==> src/rtl/riscv_fetch_pkg.sv <==
`default_nettype none
// +----------------------------------------------------------------------------+
// | Package : riscv_fetch_pkg                                                  |
// | Purpose : Shared types and helpers for the fetch/realignment path.         |
// |           NOP_INST  - canonical addi x0,x0,0 encoding                      |
// |           halfword_t- one 16-bit instruction parcel                        |
// |           is_rvc    - parcel starts a compressed (16-bit) instruction      |
// |           bswap32   - cache word (big-endian) to little-endian parcels     |
// | Revision: 1.0 - initial release                                            |
// +----------------------------------------------------------------------------+
package riscv_fetch_pkg;

  localparam logic [31:0] NOP_INST = 32'h0000_0013;

  typedef logic [15:0] halfword_t;

  // Low two opcode bits other than 2'b11 mark a 16-bit instruction.
  function automatic logic is_rvc(input halfword_t hw);
    return (hw[1:0] != 2'b11);
  endfunction

  // After the swap, bits [15:0] hold the parcel at the lower address.
  function automatic logic [31:0] bswap32(input logic [31:0] d);
    return {d[7:0], d[15:8], d[23:16], d[31:24]};
  endfunction

endpackage
`default_nettype wire

==> src/rtl/align_hw_queue.sv <==
`default_nettype none
// +----------------------------------------------------------------------------+
// | Module  : align_hw_queue                                                   |
// | Purpose : Circular halfword queue; pushes and pops 0, 1 or 2 parcels per   |
// |           cycle and exposes the two oldest parcels for decode.             |
// | Ports   : clk, rst_n (sync, active-low), flush_i (empty the queue),        |
// |           push_n_i/push_hw0_i/push_hw1_i (hw0 written first),              |
// |           pop_n_i, peek_hw0_o/peek_hw1_o (oldest, next), count_o           |
// | Revision: 1.0 - initial release                                            |
// +----------------------------------------------------------------------------+
module align_hw_queue
  import riscv_fetch_pkg::*;
#(
  parameter int HW_DEPTH = 4
) (
  input  logic                          clk,
  input  logic                          rst_n,
  input  logic                          flush_i,
  input  logic [1:0]                    push_n_i,
  input  halfword_t                     push_hw0_i,
  input  halfword_t                     push_hw1_i,
  input  logic [1:0]                    pop_n_i,
  output halfword_t                     peek_hw0_o,
  output halfword_t                     peek_hw1_o,
  output logic [$clog2(HW_DEPTH+1)-1:0] count_o
);

  localparam int c_PW = $clog2(HW_DEPTH);
  localparam int c_CW = $clog2(HW_DEPTH + 1);

  halfword_t         mem_q [HW_DEPTH];
  logic [c_PW-1:0]   rd_ptr_q, rd_ptr_d;
  logic [c_PW-1:0]   wr_ptr_q, wr_ptr_d;
  logic [c_CW-1:0]   count_q, count_d;
  logic [c_PW-1:0]   w_wr_ptr_p1;

  // Modulo add so that depths which are not a power of two still wrap.
  function automatic logic [c_PW-1:0] ptr_add(input logic [c_PW-1:0] p, input logic [1:0] n);
    logic [c_PW:0] s;
    s = {1'b0, p} + {{(c_PW-1){1'b0}}, n};
    if (s >= (c_PW+1)'(HW_DEPTH)) begin
      s = s - (c_PW+1)'(HW_DEPTH);
    end
    return s[c_PW-1:0];
  endfunction

  assign w_wr_ptr_p1 = ptr_add(wr_ptr_q, 2'd1);

  always_comb begin
    rd_ptr_d = ptr_add(rd_ptr_q, pop_n_i);
    wr_ptr_d = ptr_add(wr_ptr_q, push_n_i);
    count_d  = count_q + c_CW'(push_n_i) - c_CW'(pop_n_i);
    if (flush_i) begin
      rd_ptr_d = '0;
      wr_ptr_d = '0;
      count_d  = '0;
    end
  end

  always_ff @(posedge clk) begin
    if (!rst_n) begin
      rd_ptr_q <= '0;
      wr_ptr_q <= '0;
      count_q  <= '0;
      for (int i = 0; i < HW_DEPTH; i++) begin
        mem_q[i] <= '0;
      end
    end else begin
      rd_ptr_q <= rd_ptr_d;
      wr_ptr_q <= wr_ptr_d;
      count_q  <= count_d;
      if (!flush_i && (push_n_i != 2'd0)) begin
        mem_q[wr_ptr_q] <= push_hw0_i;
      end
      if (!flush_i && (push_n_i == 2'd2)) begin
        mem_q[w_wr_ptr_p1] <= push_hw1_i;
      end
    end
  end

  assign peek_hw0_o = mem_q[rd_ptr_q];
  assign peek_hw1_o = mem_q[ptr_add(rd_ptr_q, 2'd1)];
  assign count_o    = count_q;

endmodule
`default_nettype wire

==> src/rtl/fetch_align_buffer.sv <==
`default_nettype none
// +----------------------------------------------------------------------------+
// | Module  : fetch_align_buffer                                               |
// | Purpose : Fetch/realignment queue between the I-cache and the decompress   |
// |           stage. Owns the fetch word address, queues 16-bit parcels and    |
// |           presents one complete instruction (16 or 32 bit) with its PC.    |
// | Config  : RVC_ALIGN_EN defined -> compressed-aware halfword alignment;     |
// |           undefined -> every accepted word is one 32-bit instruction.      |
// | Ports   : clk, rst_n (sync, active-low); redirect/redirect_pc (flush and   |
// |           restart); fetch_addr/fetch_en/fetch_stall/fetch_data (cache);    |
// |           out_valid/out_ready/out_inst/out_pc/out_is_rvc (consumer)        |
// | Revision: 1.0 - initial release                                            |
// +----------------------------------------------------------------------------+
module fetch_align_buffer
  import riscv_fetch_pkg::*;
#(
  parameter int HW_DEPTH = 4
) (
  input  logic        clk,
  input  logic        rst_n,
  input  logic        redirect,
  input  logic [31:0] redirect_pc,
  output logic [29:0] fetch_addr,
  output logic        fetch_en,
  input  logic        fetch_stall,
  input  logic [31:0] fetch_data,
  output logic        out_valid,
  input  logic        out_ready,
  output logic [31:0] out_inst,
  output logic [31:0] out_pc,
  output logic        out_is_rvc
);

  localparam int              c_CW        = $clog2(HW_DEPTH + 1);
  localparam logic [c_CW-1:0] c_FETCH_LIM = c_CW'(HW_DEPTH - 2);

  logic [29:0]     fetch_addr_q, fetch_addr_d;
  logic [31:0]     out_pc_q, out_pc_d;
  logic [c_CW-1:0] w_count;
  logic [c_CW-1:0] w_need;
  halfword_t       w_hw0, w_hw1;
  halfword_t       w_push_hw0, w_push_hw1;
  logic [1:0]      w_push_n, w_pop_n;
  logic [31:0]     w_le;
  logic            w_head_rvc;
  logic            w_accept, w_pop;
  logic            w_unused_rpc;

  // Bit 0 of the redirect target is never meaningful; bit 1 only matters
  // when compressed alignment is built in.
  assign w_unused_rpc = ^redirect_pc[1:0];

  assign w_le     = bswap32(fetch_data);
  // Room check uses the registered count only: a pop in the same cycle does
  // not create room, which keeps this path off the consumer's ready.
  assign fetch_en = (w_count <= c_FETCH_LIM);
  assign w_accept = fetch_en & ~fetch_stall & ~redirect;

`ifdef RVC_ALIGN_EN
  logic drop_low_q, drop_low_d;
  assign w_head_rvc = is_rvc(w_hw0);
`else
  assign w_head_rvc = 1'b0;
`endif

  assign w_need    = w_head_rvc ? c_CW'(1) : c_CW'(2);
  assign out_valid = (w_count >= w_need);
  assign w_pop     = out_valid & out_ready & ~redirect;

  always_comb begin
    w_push_n     = 2'd0;
    w_push_hw0   = w_le[15:0];
    w_push_hw1   = w_le[31:16];
    w_pop_n      = 2'd0;
    fetch_addr_d = fetch_addr_q;
    out_pc_d     = out_pc_q;
`ifdef RVC_ALIGN_EN
    drop_low_d   = drop_low_q;
`endif

    if (w_accept) begin
      w_push_n     = 2'd2;
      fetch_addr_d = fetch_addr_q + 30'd1;
`ifdef RVC_ALIGN_EN
      // Entry into the upper half of a word: skip the lower parcel once.
      if (drop_low_q) begin
        w_push_n   = 2'd1;
        w_push_hw0 = w_le[31:16];
      end
      drop_low_d = 1'b0;
`endif
    end

    if (w_pop) begin
      w_pop_n  = w_head_rvc ? 2'd1 : 2'd2;
      out_pc_d = out_pc_q + (w_head_rvc ? 32'd2 : 32'd4);
    end

    if (redirect) begin
      fetch_addr_d = redirect_pc[31:2];
`ifdef RVC_ALIGN_EN
      out_pc_d     = {redirect_pc[31:1], 1'b0};
      drop_low_d   = redirect_pc[1];
`else
      out_pc_d     = {redirect_pc[31:2], 2'b00};
`endif
    end
  end

  always_ff @(posedge clk) begin
    if (!rst_n) begin
      fetch_addr_q <= '0;
      out_pc_q     <= '0;
`ifdef RVC_ALIGN_EN
      drop_low_q   <= 1'b0;
`endif
    end else begin
      fetch_addr_q <= fetch_addr_d;
      out_pc_q     <= out_pc_d;
`ifdef RVC_ALIGN_EN
      drop_low_q   <= drop_low_d;
`endif
    end
  end

  align_hw_queue #(
    .HW_DEPTH (HW_DEPTH)
  ) u_queue (
    .clk        (clk),
    .rst_n      (rst_n),
    .flush_i    (redirect),
    .push_n_i   (w_push_n),
    .push_hw0_i (w_push_hw0),
    .push_hw1_i (w_push_hw1),
    .pop_n_i    (w_pop_n),
    .peek_hw0_o (w_hw0),
    .peek_hw1_o (w_hw1),
    .count_o    (w_count)
  );

  assign fetch_addr = fetch_addr_q;
  assign out_pc     = out_pc_q;
  assign out_is_rvc = w_head_rvc;
  assign out_inst   = w_head_rvc ? {16'h0000, w_hw0} : {w_hw1, w_hw0};

endmodule
`default_nettype wire

==> config.mk <==
export PLATFORM = sky130hd
export DESIGN_NAME = fetch_align_buffer
export DESIGN_NICKNAME = d
export VERILOG_FILES = /design/src/rtl/riscv_fetch_pkg.sv /design/src/rtl/align_hw_queue.sv /design/src/rtl/fetch_align_buffer.sv
export SDC_FILE = /design/constraint.sdc
export NUM_CORES = 1
export LEC_CHECK = 0
export CAP_MARGIN = 10
export CORE_UTILIZATION = 30
export CTS_CLUSTER_DIAMETER = 100
export DETAILED_ROUTE_END_ITERATION = 8
export HOLD_SLACK_MARGIN = 0.05
export PLACE_DENSITY = 0.55
export SKIP_CTS_REPAIR_TIMING = 1
export SLEW_MARGIN = 40
export SYNTH_ARGS = -nofsm -noshare
export SYNTH_HDL_FRONTEND = slang
export SYNTH_SLANG_ARGS = --single-unit
export TNS_END_PERCENT = 5
==> constraint.sdc <==
create_clock -name clk -period 8.75 [get_ports clk]
set_input_delay 1.75 -clock clk [delete_from_list [all_inputs] [get_ports clk]]
set_output_delay 1.75 -clock clk [all_outputs]
set_load 0.005 [all_outputs]
==> flow_summary.yaml <==
die:
  die-width_um: 150
  start_util: 0.310
  core_area_sq_um: 21300
  dieArea_sq_um: 22600
  io_pins: 166
  die_y_um: 150
  num_rows: 53
timing:
  fin_tns_setup_ps: 0
  period_needed_ps: 4530
  slew_viol_final: 0
  hold_slack_ps: 518
  final_hold_viol_count: 0
  max_freq_mhz: 221
  worst_pin_slew_ps: 848
  rsz0062_at_grt: "no"
  setup_viol: 0
  postLayoutSetupSlackWorst_ps: 4220
  fin_crit_sh: 0.517
  relSlewSlack: 0.432
  clock-skew-final_ps: 10.3
final_layout:
  drive_gt1_frac: 0.114
  multi_input_area_sq_um: 3180
  post-route-util: 0.423
  final_nets: 874
  regArea_sq_um: 3210
  antenna_cells: 0
  stdcell_area_sq_um: 8990
  fill_cells: 2046
  final_cell_count_no_fill: 1090
  areaGrowthSynthToFinish_pct: 36.4
drt:
  route.detailed.drc: 0
  drt_pass1_iterations: 5
  ant_nets: 0
  vias: 5647
  drt_iter0_drc: 352
  wirelength_um: 19900
  routed_via_density: 5.18
  wl_per_cell_um: 18.2
setup_path:
  crit_slowest_cell: "or4b_2"
  critPathKind: "input pin to flip-flop"
  crit_chain: "clkdlybuf4s50_1, buf_4, or4b_2, nor2_1, buf_4, and2_1"
  timing.rr.start: "u_queue.count_o[2]"
  crit_family: "simple AND/OR/NAND/NOR gates"
  crit_top_cell: "buf_4"
  cpPeakStageDelay_ps: 930
  endpoint_kind: "flip-flop"
  cp_max_fo: 42
  start_kind: "input pin"
  worst-path-buf-inv: 3
  crit_required_ps: 9040
  crit_start: "rst_n"
  cp.arrival_ps: 4810
clock_tree:
  clock_path_buffers: 2
  numCtsBuffers: 17
  clkSinkCount: 128
  cts-htree-levels: 4
  cts_tree: "done"
  root_buffer: "clkbuf_16"
  cts.reportedPaths.clkPinSlew_ps: 60
  clkLatencyLatePin_ps: 420
global_route:
  grt_pass1_vias: 5394
  grt_pass1_wl_um: 30500
  gr-total-overflow: 0
  antenna_found_initial: 0
  grt_max_degree: 75
  grt_use_total: 0.180
hold_path:
  hp-class: "flip-flop to flip-flop"
  hold_path_startpoint: "fetch_addr[29]"
placed_design:
  post-dp-hpwl_um: 13600
  place_area_sq_um: 8420
  pre_cts_slack_ps: 3760
  placedCellCount: 1058
  gp_congestion: 0.796
  portBuffers: 160
power_and_ir_drop:
  power_density_nw_per_um2: 182
  p_leak_nw: 3.12
  total_power_mw: 1.64
  ir_worst_vdd_v: 0.000126
run_status:
  status: "finished clean"
yosys:
  avgSynthCellArea_sq_um: 10.0
  synthesis.area_sq_um: 6590
  synth_top_area_cell: "edfxtp_1"
  yosysUniqueCellTypes: 56
  synth-async-reset-ratio: 0
  synthTopCellsByCount: "dfxtp_1 (64), edfxtp_1 (64), nor2_1 (46)"
  ys_ff_latch: 128
  syn_inst: 657
  synth_top_area_share: 0.292
  synth-edff-count: 64
  synth-warning-count: 0
  synth.area.top_cells: "edfxtp_1 (29%), dfxtp_1 (19%), mux2_2 (5.5%), and2_1 (3.1%), xnor2_1 (2.8%)"
  synth-seq-area-share: 0.486
  synth_flop_cell: "edfxtp_1"
job:
  maxCapViolations: 0
## routing by layer
metal,part of all wire,global-route usage,wire (um),vias up
li1,-,-,-,2763
met1,0.47,0.242,9320,2675
met2,0.45,0.275,8920,185
met3,0.068,0.0548,1350,24
met4,0.015,0.0551,301,0
met5,0,0,0,-
## final timing paths
check	endpoint	slack (ps)	cells after the start
setup / recovery	u_queue.mem_q[0][12]	4220	6
hold / removal	fetch_addr[29]	520	2
setup reg to reg	u_queue.mem_q[0][12]	5820	4
hold reg to reg	fetch_addr[29]	520	2
## cell type report
class,instances,area share
Tap cell,275,0.0383
Clock inverter,15,0.0163
Inverter,9,0.00376
Timing Repair Buffer,168,0.184
Sequential cell,128,0.357
Multi-Input combinational cell,478,0.354
Clock buffer,17,0.0473
## where the power goes
| group | internal, mW | total [mW] | switching (mW) | leakage [nW] |
|---|---|---|---|---|
| registers | 0.671 | 0.714 | 0.0434 | 1.20 |
| logic | 0.133 | 0.232 | 0.0985 | 1.64 |
| clock network | 0.399 | 0.692 | 0.293 | 0.282 |
| total | 1.20 | 1.64 | 0.435 | 3.12 |
## tightest hold or removal path, delay by kind of cell (launching register included)
kind / cells / cell delay [ps]
DFF: 1 / 330
AOI/OAI and AO/OA: 1 / 70
and+or+nand+nor: 1 / 60
## placed cells by master, fill, tap and decap left out, types with 6 or more instances in the layout
cell type	n
a211oi_1	14
a21oi_1	28
a311oi_1	7
a31oi_1	7
and2_1	33
and3_1	24
and4_1	8
buf_4	8
clkbuf_16	17
clkdlybuf4s50_1	159
dfxtp_1	63
edfxtp_1	64
inv_1	8
inv_6	7
mux2_2	32
mux2i_1	17
nand2_1	41
nand3_1	21
nand4_1	18
nor2_1	46
nor3_1	22
nor4_1	15
o21a_1	6
o21ai_0	33
or4_1	13
xnor2_1	21
xor2_1	7
## flip-flops by register name, summed over array words and instances, names as in the netlist
| signal | cells |
|---|---|
| u_queue.wr_ptr_q | 1 |
| out_pc | 30 |
| u_queue.count_o | 2 |
| fetch_addr | 30 |
| u_queue.rd_ptr_q | 1 |
| u_queue.mem_q | 64 |
## cells by family (layout without fill, tap and decap cells)
group,count (synthesis),after routing,synth area share
simple gates,278,278,0.237
flops,128,128,0.486
compound gates,117,117,0.113
buf+inv,53,209,0.0387
mux,49,49,0.0805
xor+xnor,28,28,0.0372
fa+ha+maj,3,3,0.00683
other cells,1,3,0.000569
No activity file was read; power rests on OpenSTA's default activity.
